==> config.mk <==
export PLATFORM = sky130hd
export DESIGN_NAME = multicycle_control
export DESIGN_NICKNAME = d
export VERILOG_FILES = /design/src/rtl/multicycle_control_pkg.sv /design/src/rtl/multicycle_control_output_decode.sv /design/src/rtl/multicycle_control.sv
export SDC_FILE = /design/constraint.sdc
export NUM_CORES = 1
export LEC_CHECK = 0
export BUFFER_PORTS_ARGS = -buffer_cell sky130_fd_sc_hd__buf_2
export CORE_MARGIN = 5
export CORE_UTILIZATION = 50
export CTS_CLUSTER_DIAMETER = 40
export DETAILED_ROUTE_END_ITERATION = 6
export MAX_ROUTING_LAYER = met4
export PLACE_DENSITY = 0.75
export REMOVE_ABC_BUFFERS = 1
export SLEW_MARGIN = 20
export SYNTH_ARGS = -nofsm -noshare
export SYNTH_HDL_FRONTEND = slang
export SYNTH_SLANG_ARGS = --single-unit
==> constraint.sdc <==
create_clock -name clk -period 4.8 [get_ports clk]
set_clock_uncertainty 0.15 [all_clocks]
set_input_delay 0.48 -clock clk [delete_from_list [all_inputs] [get_ports clk]]
set_output_delay 0.48 -clock clk [all_outputs]
set_load 0.02 [all_outputs]
==> src/rtl/multicycle_control_pkg.sv <==
// Shared definitions for the multi-cycle MIPS control unit: FSM states,
// instruction field encodings, datapath select codes, halt causes, the
// control-vector layout and an instruction classifier.
package multicycle_control_pkg;

    typedef enum logic [2:0] {
        ST_IDLE,
        ST_FETCH,
        ST_DECODE,
        ST_EXEC,
        ST_MEM,
        ST_WB,
        ST_HALT
    } state_t;

    // IR[31:26] opcodes
    localparam logic [5:0] OP_RTYPE = 6'b000000;
    localparam logic [5:0] OP_J     = 6'b000010;
    localparam logic [5:0] OP_JAL   = 6'b000011;
    localparam logic [5:0] OP_BNE   = 6'b000101;
    localparam logic [5:0] OP_XORI  = 6'b001110;
    localparam logic [5:0] OP_LW    = 6'b100011;
    localparam logic [5:0] OP_SW    = 6'b101011;

    // IR[5:0] function codes for R-type
    localparam logic [5:0] FN_NOP     = 6'b000000;
    localparam logic [5:0] FN_JR      = 6'b001000;
    localparam logic [5:0] FN_SYSCALL = 6'b001100;
    localparam logic [5:0] FN_ADD     = 6'b100000;
    localparam logic [5:0] FN_SUB     = 6'b100010;
    localparam logic [5:0] FN_SLT     = 6'b101010;

    // ALU operation codes (share the R-type funct numbering)
    localparam logic [5:0] ALU_ADD = 6'b100000;
    localparam logic [5:0] ALU_SUB = 6'b100010;
    localparam logic [5:0] ALU_XOR = 6'b100110;
    localparam logic [5:0] ALU_SLT = 6'b101010;
    localparam logic [5:0] ALU_NOP = 6'b101100;

    // PC source select
    localparam logic [1:0] PC_SRC_ALU    = 2'b00;
    localparam logic [1:0] PC_SRC_ALUOUT = 2'b01;
    localparam logic [1:0] PC_SRC_JUMP   = 2'b10;
    localparam logic [1:0] PC_SRC_RS     = 2'b11;

    // ALU operand B select
    localparam logic [1:0] SRCB_RT     = 2'b00;
    localparam logic [1:0] SRCB_FOUR   = 2'b01;
    localparam logic [1:0] SRCB_IMM    = 2'b10;
    localparam logic [1:0] SRCB_BRANCH = 2'b11;

    // Register-file destination select
    localparam logic [1:0] REGDST_RT = 2'b00;
    localparam logic [1:0] REGDST_RD = 2'b01;
    localparam logic [1:0] REGDST_RA = 2'b10;

    typedef enum logic [1:0] {
        CAUSE_NONE    = 2'b00,
        CAUSE_SYSCALL = 2'b01,
        CAUSE_ILLEGAL = 2'b10,
        CAUSE_BUS     = 2'b11
    } cause_t;

    // Instruction classes the sequencer distinguishes
    typedef enum logic [3:0] {
        IC_ALU,
        IC_XORI,
        IC_LW,
        IC_SW,
        IC_BNE,
        IC_J,
        IC_JAL,
        IC_JR,
        IC_NOP,
        IC_SYSCALL,
        IC_ILLEGAL
    } iclass_t;

    // Datapath control vector produced by the output decoder
    typedef struct packed {
        logic       mem_req;
        logic       mem_we;
        logic       iord;
        logic       ir_write;
        logic       pc_write;
        logic       branch_ne;
        logic [1:0] pc_src;
        logic       alu_src_a;
        logic [1:0] alu_src_b;
        logic       imm_zext;
        logic [5:0] alu_op;
        logic       reg_write;
        logic [1:0] reg_dst;
        logic       mem_to_reg;
        logic       wri_data_sel;
        logic       halted;
    } ctrl_t;

    // Map the IR opcode/funct fields onto an instruction class
    function automatic iclass_t classify(input logic [5:0] opcode, input logic [5:0] funct);
        iclass_t ic;
        ic = IC_ILLEGAL;
        case (opcode)
            OP_RTYPE: begin
                case (funct)
                    FN_NOP:                 ic = IC_NOP;
                    FN_JR:                  ic = IC_JR;
                    FN_SYSCALL:             ic = IC_SYSCALL;
                    FN_ADD, FN_SUB, FN_SLT: ic = IC_ALU;
                    default:                ic = IC_ILLEGAL;
                endcase
            end
            OP_J:    ic = IC_J;
            OP_JAL:  ic = IC_JAL;
            OP_BNE:  ic = IC_BNE;
            OP_XORI: ic = IC_XORI;
            OP_LW:   ic = IC_LW;
            OP_SW:   ic = IC_SW;
            default: ic = IC_ILLEGAL;
        endcase
        return ic;
    endfunction

endpackage

==> src/rtl/multicycle_control_output_decode.sv <==
// Combinational decode of FSM state and instruction class into the datapath
// control vector. Only FETCH looks at mem_ready (IR/PC load on acceptance).
module mc_output_decode
    import multicycle_control_pkg::*;
(
    input  state_t     state,
    input  iclass_t    iclass,
    input  logic [5:0] funct,
    input  logic       mem_ready,
    output ctrl_t      ctrl
);

    // Control outputs per state; everything not driven below stays idle
    always_comb begin
        // NOTE: defaulting the whole vector first keeps every path assigned, so no latch is inferred.
        ctrl        = '0;
        ctrl.alu_op = ALU_NOP;
        case (state)
            ST_FETCH: begin
                ctrl.mem_req   = 1'b1;
                ctrl.iord      = 1'b0;
                ctrl.alu_src_a = 1'b0;
                ctrl.alu_src_b = SRCB_FOUR;
                ctrl.alu_op    = ALU_ADD;
                ctrl.pc_src    = PC_SRC_ALU;
                if (mem_ready) begin
                    ctrl.ir_write = 1'b1;
                    ctrl.pc_write = 1'b1;
                end
            end
            ST_DECODE: begin
                // ALU precomputes the branch target while the class resolves
                ctrl.alu_src_a = 1'b0;
                ctrl.alu_src_b = SRCB_BRANCH;
                ctrl.alu_op    = ALU_ADD;
                case (iclass)
                    IC_J: begin
                        ctrl.pc_write = 1'b1;
                        ctrl.pc_src   = PC_SRC_JUMP;
                    end
                    IC_JAL: begin
                        ctrl.pc_write     = 1'b1;
                        ctrl.pc_src       = PC_SRC_JUMP;
                        ctrl.reg_write    = 1'b1;
                        ctrl.reg_dst      = REGDST_RA;
                        ctrl.wri_data_sel = 1'b0;
                    end
                    IC_JR: begin
                        ctrl.pc_write = 1'b1;
                        ctrl.pc_src   = PC_SRC_RS;
                    end
                    default: ;
                endcase
            end
            ST_EXEC: begin
                // Every EXEC form operates on rs as operand A
                ctrl.alu_src_a = 1'b1;
                case (iclass)
                    IC_ALU: begin
                        ctrl.alu_src_b = SRCB_RT;
                        ctrl.alu_op    = funct;
                    end
                    IC_XORI: begin
                        ctrl.alu_src_b = SRCB_IMM;
                        ctrl.imm_zext  = 1'b1;
                        ctrl.alu_op    = ALU_XOR;
                    end
                    IC_LW, IC_SW: begin
                        ctrl.alu_src_b = SRCB_IMM;
                        ctrl.alu_op    = ALU_ADD;
                    end
                    IC_BNE: begin
                        ctrl.alu_src_b = SRCB_RT;
                        ctrl.alu_op    = ALU_SUB;
                        ctrl.branch_ne = 1'b1;
                        ctrl.pc_src    = PC_SRC_ALUOUT;
                    end
                    default: ;
                endcase
            end
            ST_MEM: begin
                ctrl.mem_req = 1'b1;
                ctrl.iord    = 1'b1;
                ctrl.mem_we  = (iclass == IC_SW);
            end
            ST_WB: begin
                ctrl.reg_write    = 1'b1;
                ctrl.wri_data_sel = 1'b1;
                ctrl.reg_dst      = (iclass == IC_ALU) ? REGDST_RD : REGDST_RT;
                ctrl.mem_to_reg   = (iclass == IC_LW);
            end
            ST_HALT: begin
                ctrl.halted = 1'b1;
            end
            default: ;
        endcase
    end

endmodule

==> src/rtl/multicycle_control.sv <==
// Multi-cycle MIPS control FSM. Sequences FETCH/DECODE/EXEC/MEM/WB, handshakes
// with a variable-latency memory, halts on SYSCALL, illegal opcodes or a
// memory timeout, and counts retired instructions.
module multicycle_control
    import multicycle_control_pkg::*;
#(
    parameter int ALUOP_W = 6,
    parameter int TIMEOUT = 15,
    parameter int CNT_W   = 32
) (
    input  logic               clk,
    input  logic               rst_n,
    input  logic [5:0]         opcode,
    input  logic [5:0]         funct,
    input  logic               mem_ready,
    output logic               mem_req,
    output logic               mem_we,
    output logic               iord,
    output logic               ir_write,
    output logic               pc_write,
    output logic               branch_ne,
    output logic [1:0]         pc_src,
    output logic               alu_src_a,
    output logic [1:0]         alu_src_b,
    output logic               imm_zext,
    output logic [ALUOP_W-1:0] alu_op,
    output logic               reg_write,
    output logic [1:0]         reg_dst,
    output logic               mem_to_reg,
    output logic               wri_data_sel,
    output logic               halted,
    output logic [1:0]         cause,
    output logic [CNT_W-1:0]   instret
);

    localparam int WAIT_W = (TIMEOUT > 0) ? $clog2(TIMEOUT + 1) : 1;

    state_t            state, state_next;
    cause_t            cause_q, cause_next;
    logic [WAIT_W-1:0] wait_cnt;
    iclass_t           iclass;
    ctrl_t             ctrl;
    logic              timeout_hit;
    logic              waiting;
    logic              retire;

    assign iclass      = classify(opcode, funct);
    assign waiting     = ((state == ST_FETCH) || (state == ST_MEM)) && !mem_ready;
    assign timeout_hit = (TIMEOUT > 0) && !mem_ready && (wait_cnt == WAIT_W'(TIMEOUT));
    // Every return to FETCH completes an instruction, except the start-up hop
    assign retire      = (state_next == ST_FETCH) && (state != ST_FETCH) && (state != ST_IDLE);

    // State register; async reset makes mem_req drop without a clock edge
    always_ff @(posedge clk or negedge rst_n) begin
        // NOTE: sequential state uses non-blocking assignment so all registers update from pre-edge values.
        if (!rst_n) state <= ST_IDLE;
        else        state <= state_next;
    end

    // Next-state and halt-cause selection
    always_comb begin
        state_next = state;
        cause_next = cause_q;
        case (state)
            ST_IDLE: state_next = ST_FETCH;
            ST_FETCH: begin
                if (mem_ready) begin
                    state_next = ST_DECODE;
                end else if (timeout_hit) begin
                    state_next = ST_HALT;
                    cause_next = CAUSE_BUS;
                end
            end
            ST_DECODE: begin
                case (iclass)
                    IC_J, IC_JAL, IC_JR, IC_NOP:             state_next = ST_FETCH;
                    IC_LW, IC_SW, IC_BNE, IC_XORI, IC_ALU:   state_next = ST_EXEC;
                    IC_SYSCALL: begin
                        state_next = ST_HALT;
                        cause_next = CAUSE_SYSCALL;
                    end
                    default: begin
                        state_next = ST_HALT;
                        cause_next = CAUSE_ILLEGAL;
                    end
                endcase
            end
            ST_EXEC: begin
                case (iclass)
                    IC_ALU, IC_XORI: state_next = ST_WB;
                    IC_LW, IC_SW:    state_next = ST_MEM;
                    IC_BNE:          state_next = ST_FETCH;
                    default: begin
                        // IR changed under us after DECODE; treat as illegal
                        state_next = ST_HALT;
                        cause_next = CAUSE_ILLEGAL;
                    end
                endcase
            end
            ST_MEM: begin
                if (mem_ready) begin
                    state_next = (iclass == IC_LW) ? ST_WB : ST_FETCH;
                end else if (timeout_hit) begin
                    state_next = ST_HALT;
                    cause_next = CAUSE_BUS;
                end
            end
            ST_WB:   state_next = ST_FETCH;
            ST_HALT: state_next = ST_HALT;
            default: state_next = ST_IDLE;
        endcase
    end

    // Memory wait counter: cycles spent stalled in the current FETCH/MEM visit
    always_ff @(posedge clk or negedge rst_n) begin
        if (!rst_n)                      wait_cnt <= '0;
        else if (state_next != state)    wait_cnt <= '0;
        else if (waiting && TIMEOUT > 0) wait_cnt <= wait_cnt + WAIT_W'(1);
    end

    // Halt cause register, latched on entry to HALT
    always_ff @(posedge clk or negedge rst_n) begin
        if (!rst_n) cause_q <= CAUSE_NONE;
        else        cause_q <= cause_next;
    end

    // Retired-instruction counter, wraps modulo 2^CNT_W
    always_ff @(posedge clk or negedge rst_n) begin
        if (!rst_n)      instret <= '0;
        else if (retire) instret <= instret + CNT_W'(1);
    end

    // Output decode of registered state
    mc_output_decode u_decode (
        .state     (state),
        .iclass    (iclass),
        .funct     (funct),
        .mem_ready (mem_ready),
        .ctrl      (ctrl)
    );

    assign mem_req      = ctrl.mem_req;
    assign mem_we       = ctrl.mem_we;
    assign iord         = ctrl.iord;
    assign ir_write     = ctrl.ir_write;
    assign pc_write     = ctrl.pc_write;
    assign branch_ne    = ctrl.branch_ne;
    assign pc_src       = ctrl.pc_src;
    assign alu_src_a    = ctrl.alu_src_a;
    assign alu_src_b    = ctrl.alu_src_b;
    assign imm_zext     = ctrl.imm_zext;
    assign alu_op       = ALUOP_W'(ctrl.alu_op);
    assign reg_write    = ctrl.reg_write;
    assign reg_dst      = ctrl.reg_dst;
    assign mem_to_reg   = ctrl.mem_to_reg;
    assign wri_data_sel = ctrl.wri_data_sel;
    assign halted       = ctrl.halted;
    assign cause        = cause_q;

endmodule

### Word-level counts from Yosys, hierarchy flattened

Index checks and enable logic that the tools add are counted.
W data, S select, Z words.

| word-level totals | value |
|---|---|
| bits in writable memories | 0 |
| bits of input ports | 15 |
| bits in latches | 0 |
| ROM bits | 0 |
| memories | 0 |
| register bits after elaboration | 41 |

| operators by class | value |
|---|---|
| divide/modulo/power cells | 0 |
| order comparisons | 0 |
| reductions and logical operators | 26 |
| equal/unequal tests | 34 |
| multiply operators | 0 |
| shifts and indexed selects | 0 |
| $add $sub $neg | 2 |
| multiplexer cells | 38 |
| bitwise operators | 0 |

Operators with widths:

| cell | count |
|---|---|
| $add A32 B1 Y32 const B | 1 |
| $eq A6 B6 Y1 const B | 5 |
| $pmux W4 S7 | 1 |
| $pmux W6 S4 | 1 |
| $eq A6 B4 Y1 const B | 3 |
| $mux W3 | 6 |
| $pmux W3 S6 | 1 |
| $eq A4 B3 Y1 const B | 4 |
| $pmux W4 S4 | 1 |
| $pmux W5 S3 | 1 |
| $eq A4 B4 Y1 const B | 3 |
| $eq A6 B2 Y1 const B | 2 |
| $logic_not A6 Y1 | 2 |
| $mux W1 | 12 |
| $pmux W3 S2 | 2 |
| $pmux W6 S2 | 1 |
| $reduce_or A2 Y1 | 6 |
| $mux W2 | 5 |
| $eq A3 B3 Y1 const B | 3 |
| $pmux W3 S3 | 1 |
| $reduce_or A3 Y1 | 3 |
| $reduce_or A9 Y1 | 1 |
| $eq A4 B2 Y1 const B | 2 |
| $mux W4 | 2 |
| 22 further kinds | 31 |

### Logic depth before layout (Yosys ltp)

Gate-level depths: netlist of the first run.

| logic depth | value |
|---|---|
| depth in word-level cells | 11 |
| mapped depth | 14 |

### Cells and area by module

From an unflattened synthesis of the first run, not the netlist that was laid out.

| second synthesis, totals | value |
|---|---|
| cells, all modules | 347 |
| area total of the unflattened synthesis | 3223.1 µm² |

By module, submodules not included:

| module | area each (µm²) | sequential area each (µm²) | cells an instance | instances |
|---|---|---|---|---|
| multicycle_control | 2842.7 | 1026.0 | 288 | 1 |
| mc_output_decode | 380.4 | 0.0 | 59 | 1 |

### Least setup slack after synthesis of the first run

Ideal clock, no wire load.

| timing path | value |
|---|---|
| path type | input-to-output |
| start | in opcode[0] |
| end | out alu_src_b[1] |
| cell stages on the path | 6 |
| setup slack | 1.855 ns |
| required time | 4.170 ns |
| arrival | 2.315 ns |
| path buffers | 0 |
| cell sequence | or3_1 a31o_1 a21oi_1 a21boi_0 nand2b_1 a211oi_1 |

| on the way | value |
|---|---|
| cells in the longest elaborated chain, start to end | 6 |
| elaborated cells between the ends (all ways) | 14 |
| classes of those cells | eq/ne (9); mux (3); reduce/logical (2) |

Ends and longest elaborated chain:

| what | line | text |
|---|---|---|
| from (decl) | multicycle_control.sv:13 | `input logic [5:0] opcode,` |
| $eq A6 B6 Y1, or another cell as far along | multicycle_control_pkg.sv:103 | `case (opcode)` |
| $pmux W4 S7 (*) | multicycle_control_pkg.sv:103 |  |
| $eq A4 B2 Y1 / $eq A4 B1 Y1 (equally long branches) | multicycle_control_output_decode.sv:58 | `case (iclass)` |
| $reduce_or A3 Y1 (no line) (*) | n/a |  |
| $mux W2 (*) | multicycle_control_output_decode.sv:58 |  |
| $pmux W5 S3 (*) | multicycle_control_output_decode.sv:18 | `case (state)` |
| to (decl) | multicycle_control.sv:24 | `output logic [1:0] alu_src_b,` |

Mark *: on every way between the ends. The rest lies on a longest branch, timed or not.

### Worst setup path in the final report of the first run

Ends and elaborated chain as after synthesis.

==> flow_summary_export.csv, run 1 <==
group,metric,value,unit
run_status,status,"finished with violations",
run_status,violations,"design-rule violations",
sta,finalSetupViolations,0,
routing,wirelength,7110,µm
place,gp_congestion,0.901,
sta,timing.fmax,291,MHz
sta,timing.final.ws_setup,1.37,ns
synthesis,yosysWarnings,0,
final_layout,layout-drive-gt1-share,26.9,%
die,core,5820,µm²
final_layout,fin_cells,461,
place,dp_cells,454,
critical_path,critPathCaptureType,"output pin",
critical_path,critPathArrivalTime,2.80,ns
clock_tree,insertion_delay,0.29,ns
die,io_pins,73,
critical_path,crit_buf_inv,2,
final_layout,synthToLayoutAreaGrowth,14.3,%
critical_path,crit_required,4.17,ns
power,leakage,1.60,nW
synthesis,ys_seq_area_share,34.8,%
synthesis,async_reset_ff_share,100,%
place,pre_cts_ws,1.33,ns
final_layout,n_antenna_cell,0,
synthesis,synthTopCellsByCount,"dfrtp_1, nor2_1, nand2_1, nand3_1",
synthesis,yosysMostFrequentCell,"dfrtp_1",
critical_path,cp_top_family,"compound AO/OA/AOI/OAI gates",
synthesis,synth-edff-count,0,
run,cap_violations,0,
critical_path,r2r_slack,1.57,ns
routing,drtPass1Iterations,7,
clock_tree,post-cts-setup-buffers,0,
synthesis,yosysTopAreaCell,"dfrtp_1",
clock_tree,cts_tree,"done",
critical_path,cp_max_fo,15,
final_layout,nNetsFinal,403,
routing,drcViolationCount,2,
synthesis,synth.distinct_cells,64,
clock_tree,cts.repair.resized,0,
min_path,holdCritPathClass,"in2async",
power,ir_drop,278,µV
clock_tree,htree_levels,2,
die,die_width,86.8,µm
grt,grt_max_degree,42,
power,total_power,0.00138,W
place,port_buffers,69,
synthesis,syn_area,2950,µm²
sta,slew_violations,0,
die,initial_core_util,50.7,%
synthesis,ys.flop_type,"dfrtp_1",
critical_path,start_kind,"input pin",
die,chipHeight,86.8,µm
clock_tree,cts_inserted_buffers,5,
sta,tightest_slew,0.912,ns
synthesis,synth_cells,330,
die,num_rows,28,
critical_path,cp_common_cell,"buf_2",
sta,fin_crit_sh,71.5,%
critical_path,max_stage_delay,0.54,ns
critical_path,slowest_stage,"a21boi_0",
synthesis,synthDominantCellAreaShare,34.8,%
routing,drt_iter0_drc,144,
clock_tree,cts_root_buf,"clkbuf_8",
grt,grtUsageTotal,20.0,%
clock_tree,clk_pin_slew,0.08,ns
critical_path,setup.worst_path.class,"in2out",
critical_path,cp_cell_sequence,"buf_2, or3_1, a31o_1, a21oi_1, a21boi_0, nand2b_1, a211oi_1, buf_2",
grt,grt_remaining_overflow,0,
routing,vias_per_cell,5.71,
sta,rsz0062_at_grt,"no",
sta,hold_viol_final,0,
place,place_hpwl,5250,µm
synthesis,yosys-top-cells-area,"dfrtp_1, xnor2_1, xor2_1, nor4_2, nand3_1",
clock_tree,cts.sinks,41,
routing,post_drt_wl_per_cell,15.4,µm
clock_tree,postCtsHoldBufs,0,
final_layout,utilization,57.9,%
grt,grt_pass1_wl,11900,µm
grt,grt_pass1_vias,2498,
die,die-area,7530,µm²
grt,antenna_found_initial,0,
synthesis,ys_ff_latch,41,
routing,antenna_left,0,
sta,fin_crit,3.43,ns
power,p_per_area,410,nW/µm²
routing,via_count,2631,
sta,relSlewSlack,39.2,%
clock_tree,clk_path_buf_depth,2,
synthesis,syn_area_per_cell,8.93,µm²
sta,setup_tns,0,ns
## through the flow
stage | area [µm²] | hold slack [ns]
6_report | 3370 | 0.162
5_1_grt | 3370 | 0.233
4_1_cts | 3370 | 0.186
3_5_place_dp | 3260 | 0.322
3_3_place_gp | 3260 | 0.323
2_1_floorplan | 2820 | 0.0344
## cell families (layout without fill, tap and decap cells)
family / after synthesis / in the layout / synth area share (%)
other: 2 / 3 / 0.255
buffers and inverters: 35 / 90 / 6.20
muxes: 5 / 5 / 1.83
DFF: 41 / 41 / 34.8
xor gates and xnor gates: 37 / 37 / 11.3
and+or+nand+nor: 164 / 164 / 33.9
AOI/OAI and AO/OA: 44 / 44 / 10.9
adders and majority gates: 2 / 2 / 0.849
## worst paths after layout
path                       startpoint            to  depth (start not counted)
setup reg to reg             state[1]   instret[17]                          8
max in group asynchronous       rst_n      state[2]                          1
setup / recovery            opcode[0]  alu_src_b[1]                          8
min in group clk           instret[4]    instret[4]                          1
hold reg to reg            instret[4]    instret[4]                          1
hold / removal                  rst_n   instret[30]                          1
## power by group
part	total, W	internal (W)	switching (W)
registers	0.000448	0.000384	0.0000640
logic	0.000664	0.000211	0.000454
clock network	0.000267	0.000151	0.000116
## cell type report
class | count | area [µm²]
Fill cell | 542 | 2450
Multi-Input combinational cell | 255 | 1740
Sequential cell | 41 | 1030
Timing Repair Buffer | 70 | 353
Tap cell | 75 | 93.8
Clock buffer | 5 | 68.8
Inverter | 13 | 48.8
Clock inverter | 2 | 35.0
## layout by cell type (no fill, tap or decap), drive strengths merged, types with 2 or more instances in the layout
master  count
or3         6
and2        2
inv        13
o211a       2
o21bai      2
nand2      24
o21ai       9
nand2b     13
xnor2      19
nor3b       4
conb        3
xor2       18
nor4       14
nand3      20
a21oi       9
ha          2
nand4      14
nand4b      4
a31oi       4
nand3b      2
buf        70
dfrtp      41
or2         7
and3        8
o22ai       4
nor2       25
mux2i       2
clkbuf      5
mux2        3
nor2b       2
nor3       10
## metal layers
metal | track usage (%) | vias to the layer above | part of all wire [%]
met5 | - | - | 0
li1 | - | 1283 | -
met4 | 6.09 | 0 | 0.66
met2 | 29.8 | 75 | 47
met1 | 27.5 | 1264 | 46
met3 | 4.18 | 9 | 6.0
## flip-flops by register name (all words and copies together) (netlist names)
signal    count
cause         2
instret      32
wait_cnt      4
state         3
(Power assumes the default switching activity.)
==> run 2, diff against run 1 <==
clock period = 3.35 ns   (was 4.8 ns; I/O delays follow)
==> flow_summary_export.csv, run 2 (synthesis gave the netlist of run 1 again) <==
group,metric,value,unit
place,port_buffers,69,
min_path,holdCritPathClass,"in2async",
routing,drt_iter0_drc,171,
critical_path,crit_required,2.86,ns
clock_tree,cts.repair.resized,0,
die,io_pins,73,
grt,grt_max_degree,42,
routing,post_drt_wl_per_cell,15.6,µm
critical_path,r2r_slack,0.48,ns
grt,grtUsageTotal,20.7,%
routing,drcViolationCount,0,
final_layout,largest_register_ff_count,32,
place,place_hpwl,5440,µm
sta,relSlewSlack,40.9,%
final_layout,final_area,3400,µm²
critical_path,start_kind,"input pin",
grt,antenna_found_initial,0,
clock_tree,postCtsHoldBufs,0,
die,chipHeight,86.8,µm
grt,grt_pass1_vias,2487,
final_layout,top_register,"instret",
clock_tree,cts_inserted_buffers,5,
critical_path,cp-endpoint,"alu_src_b[1]",
routing,wirelength,7310,µm
place,gp_congestion,0.989,
routing,antenna_left,0,
routing,via_count,2662,
final_layout,final_cell_mix,"buf_2, dfrtp_1, nor2_1, nand2_1, nand3_1",
final_layout,final_common_cell,"buf_2",
grt,grt_remaining_overflow,0,
die,num_rows,28,
critical_path,setup.worst_path.class,"in2out",
clock_tree,cts.sinks,41,
die,die_width,86.8,µm
place,place_area,3320,µm²
sta,timing.fmax,346,MHz
final_layout,nNetsFinal,410,
die,die-area,7530,µm²
power,leakage,1.63,nW
critical_path,rr_endpoint,"instret[20]",
grt,grt_pass1_wl,12100,µm
critical_path,cp_max_fo,15,
critical_path,critPathCaptureType,"output pin",
sta,tightest_slew,0.886,ns
run,cap_violations,0,
power,p_per_area,580,nW/µm²
clock_tree,insertion_delay,0.30,ns
final_layout,n_antenna_cell,0,
critical_path,critPathArrivalTime,2.40,ns
die,initial_core_util,50.7,%
sta,finalSetupViolations,0,
sta,fin_crit_sh,86.2,%
critical_path,ff2ff_path_depth,8,
final_layout,synthToLayoutAreaGrowth,15.5,%
routing,vias_per_cell,5.68,
final_layout,fill_cells,559,
sta,rsz0062_at_grt,"no",
sta,fin_crit,2.89,ns
critical_path,cp-startpoint,"opcode[0]",
routing,drtPass1Iterations,4,
clock_tree,cts_tree,"done",
power,ir_drop,364,µV
clock_tree,clk_path_buf_depth,2,
die,core,5820,µm²
critical_path,r2r_start,"wait_cnt[0]",
run_status,status,"finished clean",
clock_tree,clk_pin_slew,0.09,ns
clock_tree,htree_levels,2,
sta,hold_viol_final,0,
clock_tree,cts_root_buf,"clkbuf_8",
sta,slew_violations,0,
sta,setup_tns,0,ns
final_layout,top_regs,"instret: 32 flops, wait_cnt: 4 flops, state: 3 flops",
final_layout,layout-drive-gt1-share,28.4,%
clock_tree,post-cts-setup-buffers,0,
-- run 2: cell types whose count changed in the layout (fill, tap and decap cells not counted), sizes merged --
| cell | before | now |
|---|---|---|
| buf | 70 | 77 |
| bufinv | 1 | 0 |
| clkinv | 1 | 2 |
| clkinvlp | 0 | 1 |
-- run 2: report_power, final --
| group | internal (W) | switching [W] | leakage, nW |
|---|---|---|---|
| clock network | 0.000144 | 0.000180 | 0.0439 |
| logic | 0.000338 | 0.000680 | 1.04 |
| registers | 0.000551 | 0.0000801 | 0.543 |
-- run 2: metrics by stage --
stage	cells	total power, W	hold slack (ns)	utilization [%]	setup WS, ns
3_5_place_dp	461	0.00165	0.328	57.0	0.319
5_1_grt	469	0.00212	0.0865	58.5	0.259
3_3_place_gp	461	0.00164	0.327	57.0	0.446
4_1_cts	469	0.00199	0.0433	58.5	0.454
2_1_floorplan	309	0.00130	-0.111	-	0.426
6_report	469	0.00197	0.00154	58.5	0.462
-- run 2: metal layers --
metal  GRT usage [%]  routed length (µm)  vias up
li1                -                   -     1296
met1            28.7                3360     1268
met2            30.5                3390       86
met3            4.28                 427       12
met4            6.09                 126        0
met5               -                   0        -
-- run 2: layout make-up --
| class | count | area [µm²] | area share [%] |
|---|---|---|---|
| multi-input cells | 255 | 1740 | 51.2 |
| clock inverters | 3 | 17.5 | 0.515 |
| repair buffers | 77 | 405 | 11.9 |
| inverters | 13 | 48.8 | 1.43 |
| well taps | 75 | 93.8 | 2.76 |
| clock buffers | 5 | 68.8 | 2.02 |
| flip-flops and latches | 41 | 1030 | 30.2 |
-- run 2: worst min path at each step --
stage / cells after the start / to / slack, ns / start
floorplan: 0 / cause[0] / -0.11 / rst_n
global placement: 1 / instret[4] / 0.33 / instret[4]
detailed placement: 1 / instret[4] / 0.33 / instret[4]
CTS: 1 / instret[29] / 0.04 / rst_n
global route: 1 / instret[31] / 0.09 / rst_n
finish: 1 / instret[29] / 0.002 / rst_n
-- run 2: worst max-delay path: stages --
cell      delay, ns
buf_2          0.17
or3_1          0.42
a31o_1         0.27
a21oi_1        0.22
a21boi_0       0.42
nand2b_1       0.10
a211oi_1       0.26
buf_2          0.21
